$ cat config.mk
export PLATFORM = sky130hd
export DESIGN_NAME = regfile_wr_arbiter
export DESIGN_NICKNAME = d
export VERILOG_FILES = /design/src/rtl/cpu_pkg.sv /design/src/rtl/rr_arb2.sv /design/src/rtl/regfile_wr_arbiter.sv
export SDC_FILE = /design/constraint.sdc
export NUM_CORES = 1
export LEC_CHECK = 0
export CORE_ASPECT_RATIO = 1.75
export CORE_MARGIN = 2
export CORE_UTILIZATION = 39
export DETAILED_ROUTE_END_ITERATION = 10
export MAX_ROUTING_LAYER = met4
export PLACE_DENSITY_LB_ADDON = 0.3
export SYNTH_ARGS = -nofsm -noshare
export SYNTH_HDL_FRONTEND = slang
export SYNTH_SLANG_ARGS = --single-unit
$ cat constraint.sdc
create_clock -name clk -period 1.78 [get_ports clk]
set_clock_uncertainty 0.1 [all_clocks]
set_input_delay 0.178 -clock clk [delete_from_list [all_inputs] [get_ports clk]]
set_output_delay 0.178 -clock clk [all_outputs]
set_load 0.02 [all_outputs]
$ cat src/rtl/cpu_pkg.sv
// Shared CPU constants: datapath widths and writeback requester indices.
package cpu_pkg;
    localparam int DATA_W  = 16;
    localparam int ADDR_W  = 3;
    localparam int NREGS   = 2 ** ADDR_W;
    localparam int REQ_ALU = 0;
    localparam int REQ_LD  = 1;
endpackage

$ cat src/rtl/rr_arb2.sv
// Two-way round-robin arbiter; the pointer names the requester favoured on a tie.
module rr_arb2
    import cpu_pkg::*;
(
    input  logic       clk,
    input  logic       rst,
    input  logic [1:0] valid,
    output logic [1:0] grant
);
    logic ptr;

    always_comb begin
        grant = 2'b00;
        if (!rst) begin
            if (valid == 2'b11)
                grant = ptr ? 2'b10 : 2'b01;
            else
                grant = valid;
        end
    end

    // Grant implies valid, so grant alone marks a completed handshake.
    always_ff @(posedge clk) begin
        if (rst)
            ptr <= 1'b0;
        else if (grant[REQ_ALU])
            ptr <= 1'b1;
        else if (grant[REQ_LD])
            ptr <= 1'b0;
    end
endmodule

$ cat src/rtl/regfile_wr_arbiter.sv
// Shares the register-file write port between ALU and load writeback, with a
// busy scoreboard for issue-stage stalls.
module regfile_wr_arbiter
    import cpu_pkg::*;
#(
    parameter int DATA_W  = cpu_pkg::DATA_W,
    parameter int ADDR_W  = cpu_pkg::ADDR_W,
    parameter int ZERO_RO = 0,
    localparam int NREGS  = 2 ** ADDR_W
) (
    input  logic              clk,
    input  logic              rst,
    input  logic              req0_valid,
    input  logic [ADDR_W-1:0] req0_addr,
    input  logic [DATA_W-1:0] req0_data,
    output logic              req0_ready,
    input  logic              req1_valid,
    input  logic [ADDR_W-1:0] req1_addr,
    input  logic [DATA_W-1:0] req1_data,
    output logic              req1_ready,
    input  logic              rsv_valid,
    input  logic [ADDR_W-1:0] rsv_addr,
    output logic [NREGS-1:0]  busy,
    output logic              rf_we,
    output logic [ADDR_W-1:0] rf_addr,
    output logic [DATA_W-1:0] rf_data
);
    logic [1:0]        grant;
    logic              hs;
    logic [ADDR_W-1:0] wr_addr;
    logic [DATA_W-1:0] wr_data;
    logic [NREGS-1:0]  set_mask, clr_mask;

    rr_arb2 u_arb (
        .clk   (clk),
        .rst   (rst),
        .valid ({req1_valid, req0_valid}),
        .grant (grant)
    );

    assign req0_ready = grant[REQ_ALU];
    assign req1_ready = grant[REQ_LD];
    assign hs         = |grant;
    assign wr_addr    = grant[REQ_LD] ? req1_addr : req0_addr;
    assign wr_data    = grant[REQ_LD] ? req1_data : req0_data;

    always_comb begin
        set_mask = '0;
        clr_mask = '0;
        if (rsv_valid) set_mask[rsv_addr] = 1'b1;
        if (hs)        clr_mask[wr_addr]  = 1'b1;
    end

    always_ff @(posedge clk) begin
        if (rst) begin
            rf_we   <= 1'b0;
            rf_addr <= '0;
            rf_data <= '0;
        end else if (hs) begin
            rf_addr <= wr_addr;
            rf_data <= wr_data;
            rf_we   <= !((ZERO_RO != 0) && (wr_addr == '0));
        end else begin
            rf_we   <= 1'b0;
        end
    end

    // Set after clear: a reservation landing with a write to the same reg is newer.
    always_ff @(posedge clk) begin
        if (rst)
            busy <= '0;
        else
            busy <= (busy & ~clr_mask) | set_mask;
    end
endmodule

Yosys cells after proc, flatten, opt, wreduce, memory -nomap -nowiden
Cells that the tools add are included.

Magnitude comparators: 4. Equal/unequal tests: 1. Multiplexer cells: 14. Bitwise logic cells: 3. Reduce and logical (&&, ||, !) cells: 4.

Operators by type and width (count): $mux 16 (1); $mux 8 (2); $and 8x8->8 (1); $lt 3x4->1 const B (2); $not 8->8 (1); $or 8x8->8 (1); $demux 1 s3 (2); $ge 3x1->1 const B (2); $mux 2 (3); $mux 1 (5); $mux 3 (1); $eq 2x2->1 const B (1); $logic_and 1x1->1 (2); $reduce_bool 2->1 (1); $reduce_or 2->1 (1).

Flip-flop bits (word level): 29. Input port bits: 46. Output and inout bits: 30. Logic and storage cells: 31.

Logic depth before layout (Yosys ltp)
Word-level depth: 12. Gate-level depth with buffers: 7. Mapped depth without buffers: 5.

Cells and area by module
Synthesis repeated with hierarchy kept, for this count alone.

Cells, all modules: 151. Area, all modules: 1481.4 um^2.

Modules (own cells, without submodules): regfile_wr_arbiter (times used 1, cells an instance 145, area an instance 1420.1 um^2, seq. area each 560.5 um^2); rr_arb2 (times used 1, cells an instance 6, area an instance 61.3 um^2, seq. area each 20.0 um^2).

Least setup slack after synthesis
No wires, ideal clock.

Kind: reg-to-reg. From: reg u_arb.ptr. To: reg rf_data[10]. Library setup time: 0.088 ns. Data arrival time: 1.174 ns. Data required time: 1.592 ns. Path slack: 0.418 ns. Cell stages (with the launch flop): 8. Path buffers: 2. Clock period less this slack: 1.362 ns. Path through: dfxtp_1 > nand2b_1 > nand2b_4 > buf_6 > clkinv_4 > buf_6 > nand2_1 > a311oi_2.

Word-level cells in the longest chain between the ends: 4. Elaborated cells on any way between the ends: 5. Classes of those cells: 4 x mux; 1 x reduce/logical.

RTL lines: from (decl) (line rr_arb2.sv:10) `logic ptr;`; from (signal assigned) (line rr_arb2.sv:25) `ptr <= 1'b0;`; from (signal assigned) (line rr_arb2.sv:27) `ptr <= 1'b1;`; from (signal assigned) (line rr_arb2.sv:29) `ptr <= 1'b0;`; $mux 2 * (line rr_arb2.sv:16) `grant = ptr ? 2'b10 : 2'b01;`; $mux 2 * (line rr_arb2.sv:15) `if (valid == 2'b11)`; $mux 2 * (line rr_arb2.sv:14) `if (!rst) begin`; via req1_ready (line regfile_wr_arbiter.sv:20) `output logic req1_ready,`; $mux 16 or $reduce_or 2->1 (tied branches) (line regfile_wr_arbiter.sv:45, regfile_wr_arbiter.sv:43); to (signal assigned) (line regfile_wr_arbiter.sv:61) `rf_data <= wr_data;`; to (decl) (line regfile_wr_arbiter.sv:26) `output logic [DATA_W-1:0] rf_data`.

Mark *: on every way through the listed nets, which the timed path passes. The rest lies on a longest branch. A chain may end at the register's enable or synchronous reset.

Worst setup path in the final report
From: in req1_valid. To: out req1_ready.

Word-level cells in the longest chain between the ends: 3.

RTL lines: from (decl) (line regfile_wr_arbiter.sv:17) `input logic req1_valid,`; $eq 2x2->1 (line rr_arb2.sv:15); $mux 2 * (line rr_arb2.sv:15); $mux 2 * (line rr_arb2.sv:14); to (decl) (line regfile_wr_arbiter.sv:20).

Mark *: on every way between the ends. The rest lies on a longest branch, timed or not.

==> impl_metrics.csv <==
group,metric,value,unit
outcome,outcome,"completed",
finish,drive_gt1_share,13.57,%
pwr,internal_power,1.207,mW
pwr,comb_power_share,27.5,%
cts,clk_latency,0.28,ns
global_route,grt_overflow,0,
floorplanning,fp.dieH,85.05,um
logic_synthesis,ys_warn_count,0,
worst_setup_path,rrSetupSlack,0.24,ns
logic_synthesis,synth_largest_area_cell,"dfxtp_1",
cts,numCtsBuffers,5,
routing,wl_per_cell,12.94,um
pwr,switching_share,28.65,%
routing,firstDrtPassIters,4,
worst_setup_path,crit_type,"input pin to output port",
logic_synthesis,synth-async-reset-ratio,0,%
worst_setup_path,cp.arrival,1.33,ns
pwr,p_switching,0.4849,mW
worst_setup_path,critPathLaunchType,"input pin",
logic_synthesis,synth_top_family_by_area,"simple AND/OR/NAND/NOR gates",
placed_design,preCtsSetupSlack,-0.1084,ns
pwr,p_total,1.692,mW
floorplanning,placementRows,29,
floorplanning,die_area,4279,um2
logic_synthesis,synth_mux_area_share,0.6838,%
finish,fin_nets,303,
pwr,p_clk_share,30.2,%
logic_synthesis,postSynthCellCount,175,
routing,top_layer_used,"met4",
cts,cts_tree,"yes",
worst_setup_path,crit_path_cell_trace,"clkdlybuf4s50_1 > nand2b_1 > nand2b_4 > clkinv_4 > dlygate4sd2_1",
routing,postRouteAntennaNets,0,
finish,diodes,0,
routing,wl_met3,238,um
routing,via_count,1582,
logic_synthesis,seq_area_frac_synth,39.66,%
routing,vias_per_cell,5.204,
pwr,p_leak,0.8900,nW
logic_synthesis,synth_cell_types,25,
finish,area_delta_synth_final,62.73,%
timing,fin_crit_sh,90.52,%
cts,path_clk_slew,0.06,ns
hold_path,hold_path.class,"input pin to register",
worst_setup_path,critical_path_buf_inv_count,3,
global_route,grt_max_degree,39,
cts,clockRootBuffer,"clkbuf_8",
worst_setup_path,path_delay_family,"buffers and inverters",
placed_design,gp_congestion,0.7816,
worst_setup_path,critPathMaxStageDelay,0.52,ns
logic_synthesis,syn_nets,221,
finish,final_common_cell,"clkdlybuf4s50_1",
worst_setup_path,endpoint_kind,"output port",
placed_design,dp_hpwl,2948,um
timing,fmax,620.6,MHz
pwr,cellPowerDensity,710.3,nW/um2
job,cap_violations,0,
placed_design,io_buffers,75,
logic_synthesis,synth-adder-area-share,0,%
timing,slew_viol_final,0,
logic_synthesis,synthFlopType,"dfxtp_1",
timing,final_hold_viol_count,0,
timing,setup_tns,0,ns
logic_synthesis,postSynthAreaPerCell,8.365,um2
cts,htree_levels,2,
logic_synthesis,yosys.area_share.simple,27.26,%
placed_design,place_area,2302,um2
global_route,grt_pass1_vias,1508,
logic_synthesis,synth_edf_count,0,
global_route,grt_pass1_wl,6575,um
finish,stdcell_count,304,
placed_design,dp_cells,296,
timing,rsz0062_at_grt,"no",
timing,min_period,1.611,ns
logic_synthesis,synth_xor_area_share,0,%
timing,relSlewSlack,65.93,%
routing,drc,0,
routing,drt_iter0_drc,29,
finish,fin_area,2382,um2
floorplanning,start_util,40.34,%
pwr,irDropWorstVdd,550.6,uV
routing,met1Wirelength,1507,um
logic_synthesis,synth_compound_area_share,26.15,%
cts,clockBufferDepth,2,
worst_setup_path,crit_required,1.50,ns
worst_setup_path,crit_slowest_cell,"clkdlybuf4s50_1",
finish,layout_common_cells,"clkdlybuf4s50_1, nand2_1, dfxtp_1",
logic_synthesis,ys_ff_latch,29,
timing,worstMarginPinSlew,0.5111,ns
logic_synthesis,synth.top_cell.area_share,39.66,%
pwr,p_seq_share,42.3,%
floorplanning,pin_count,76,
timing,setup-violations-final,0,
finish,nFillCells,302,
worst_setup_path,cp_max_fo,4,
floorplanning,coreArea,3628,um2
global_route,track_usage,20.50,%
timing,setup_ws,0.1687,ns
floorplanning,die_x,50.32,um
cts,holdBufCountCts,0,
logic_synthesis,netlist_area,1464,um2
routing,wl_met2,2109,um
global_route,antenna_found_initial,0,
logic_synthesis,synthTopCellsByArea,"dfxtp_1, nand2_1, a311oi_2",
routing,wl,3934,um
cts,clock_sinks,29,
logic make-up after synthesis:
logic type / after synthesis
buffers and inverters: 14
and+or+nand+nor: 91
AOI/OAI and AO/OA: 40
muxes: 1
DFF: 29
power groups by stage:
| stage | logic, mW | clock network [mW] | registers (mW) |
|---|---|---|---|
| after CTS | 0.470 | 0.528 | 0.715 |
| after global routing | 0.501 | 0.564 | 0.721 |
| after global placement | 0.465 | 0 | 0.728 |
| final | 0.465 | 0.512 | 0.715 |
| after detailed placement | 0.470 | 0 | 0.729 |
| after floorplan | 0.175 | 0 | 0.779 |
metal layers:
layer / global-route usage, % / vias to the layer above
met3: 6.690 / 8
met4: 8.108 / 0
li1: - / 788
met1: 20.64 / 723
met5: - / -
met2: 35.77 / 63
area by class of cell:
class	instances	area [um2]	share of cell area, %
clock buffers	6	72.57	3.046
clock inverters	2	10.01	0.4202
inverters	1	8.758	0.3676
multi-input cells	132	794.5	33.35
flip-flops and latches	29	580.6	24.37
well taps	46	57.56	2.416
repair buffers	88	858.3	36.03
flip-flops by register name, summed over array words and instances, names as in the netlist:
signal,count
rf_we,1
busy,8
rf_addr,3
u_arb.ptr,1
rf_data,16
synthesized netlist by cell type (2+ instances only):
library cell	count
nand2_1	43
dfxtp_1	29
nor2_1	25
a311oi_1	16
a311oi_2	10
nor2b_1	8
nand3_1	6
clkbuf_1	5
o21ai_0	5
a31oi_1	4
nand2b_1	4
buf_2	3
buf_6	3
a21oi_1	2
buf_4	2
per-stage QoR:
step	utilization, %	hold WS, ns
floorplan	-	0.2296
global placement	63.45	0.3854
detailed placement	63.45	0.3953
CTS	65.66	0.3642
global route	65.66	0.3670
finish	65.66	0.3661
final timing paths:
kind                             from                       end  cells after the start
max                        req1_valid                req1_ready                      5
min                     req1_data[15]  rf_data[15]$_SDFFE_PP0P_                      3
max reg2reg    u_arb.ptr$_SDFFE_PP0P_        busy[2]$_SDFF_PP0_                      5
min reg2reg  rf_data[15]$_SDFFE_PP0P_  rf_data[15]$_SDFFE_PP0P_                      2
worst reg2reg max path: cells and delay by family, from the launching register on:
kind	cells	cell delay, ns
DFF	1	0.37
AOI/OAI and AO/OA	2	0.56
buffers and inverters	1	0.13
and+or+nand+nor	2	0.24
timing repair:
action                                  4_1_cts  5_1_grt
endpoints found under the setup margin        2        0
gates resized for setup                       2        0
buffers inserted                              0        0
No activity file was read; power rests on OpenSTA's default activity.
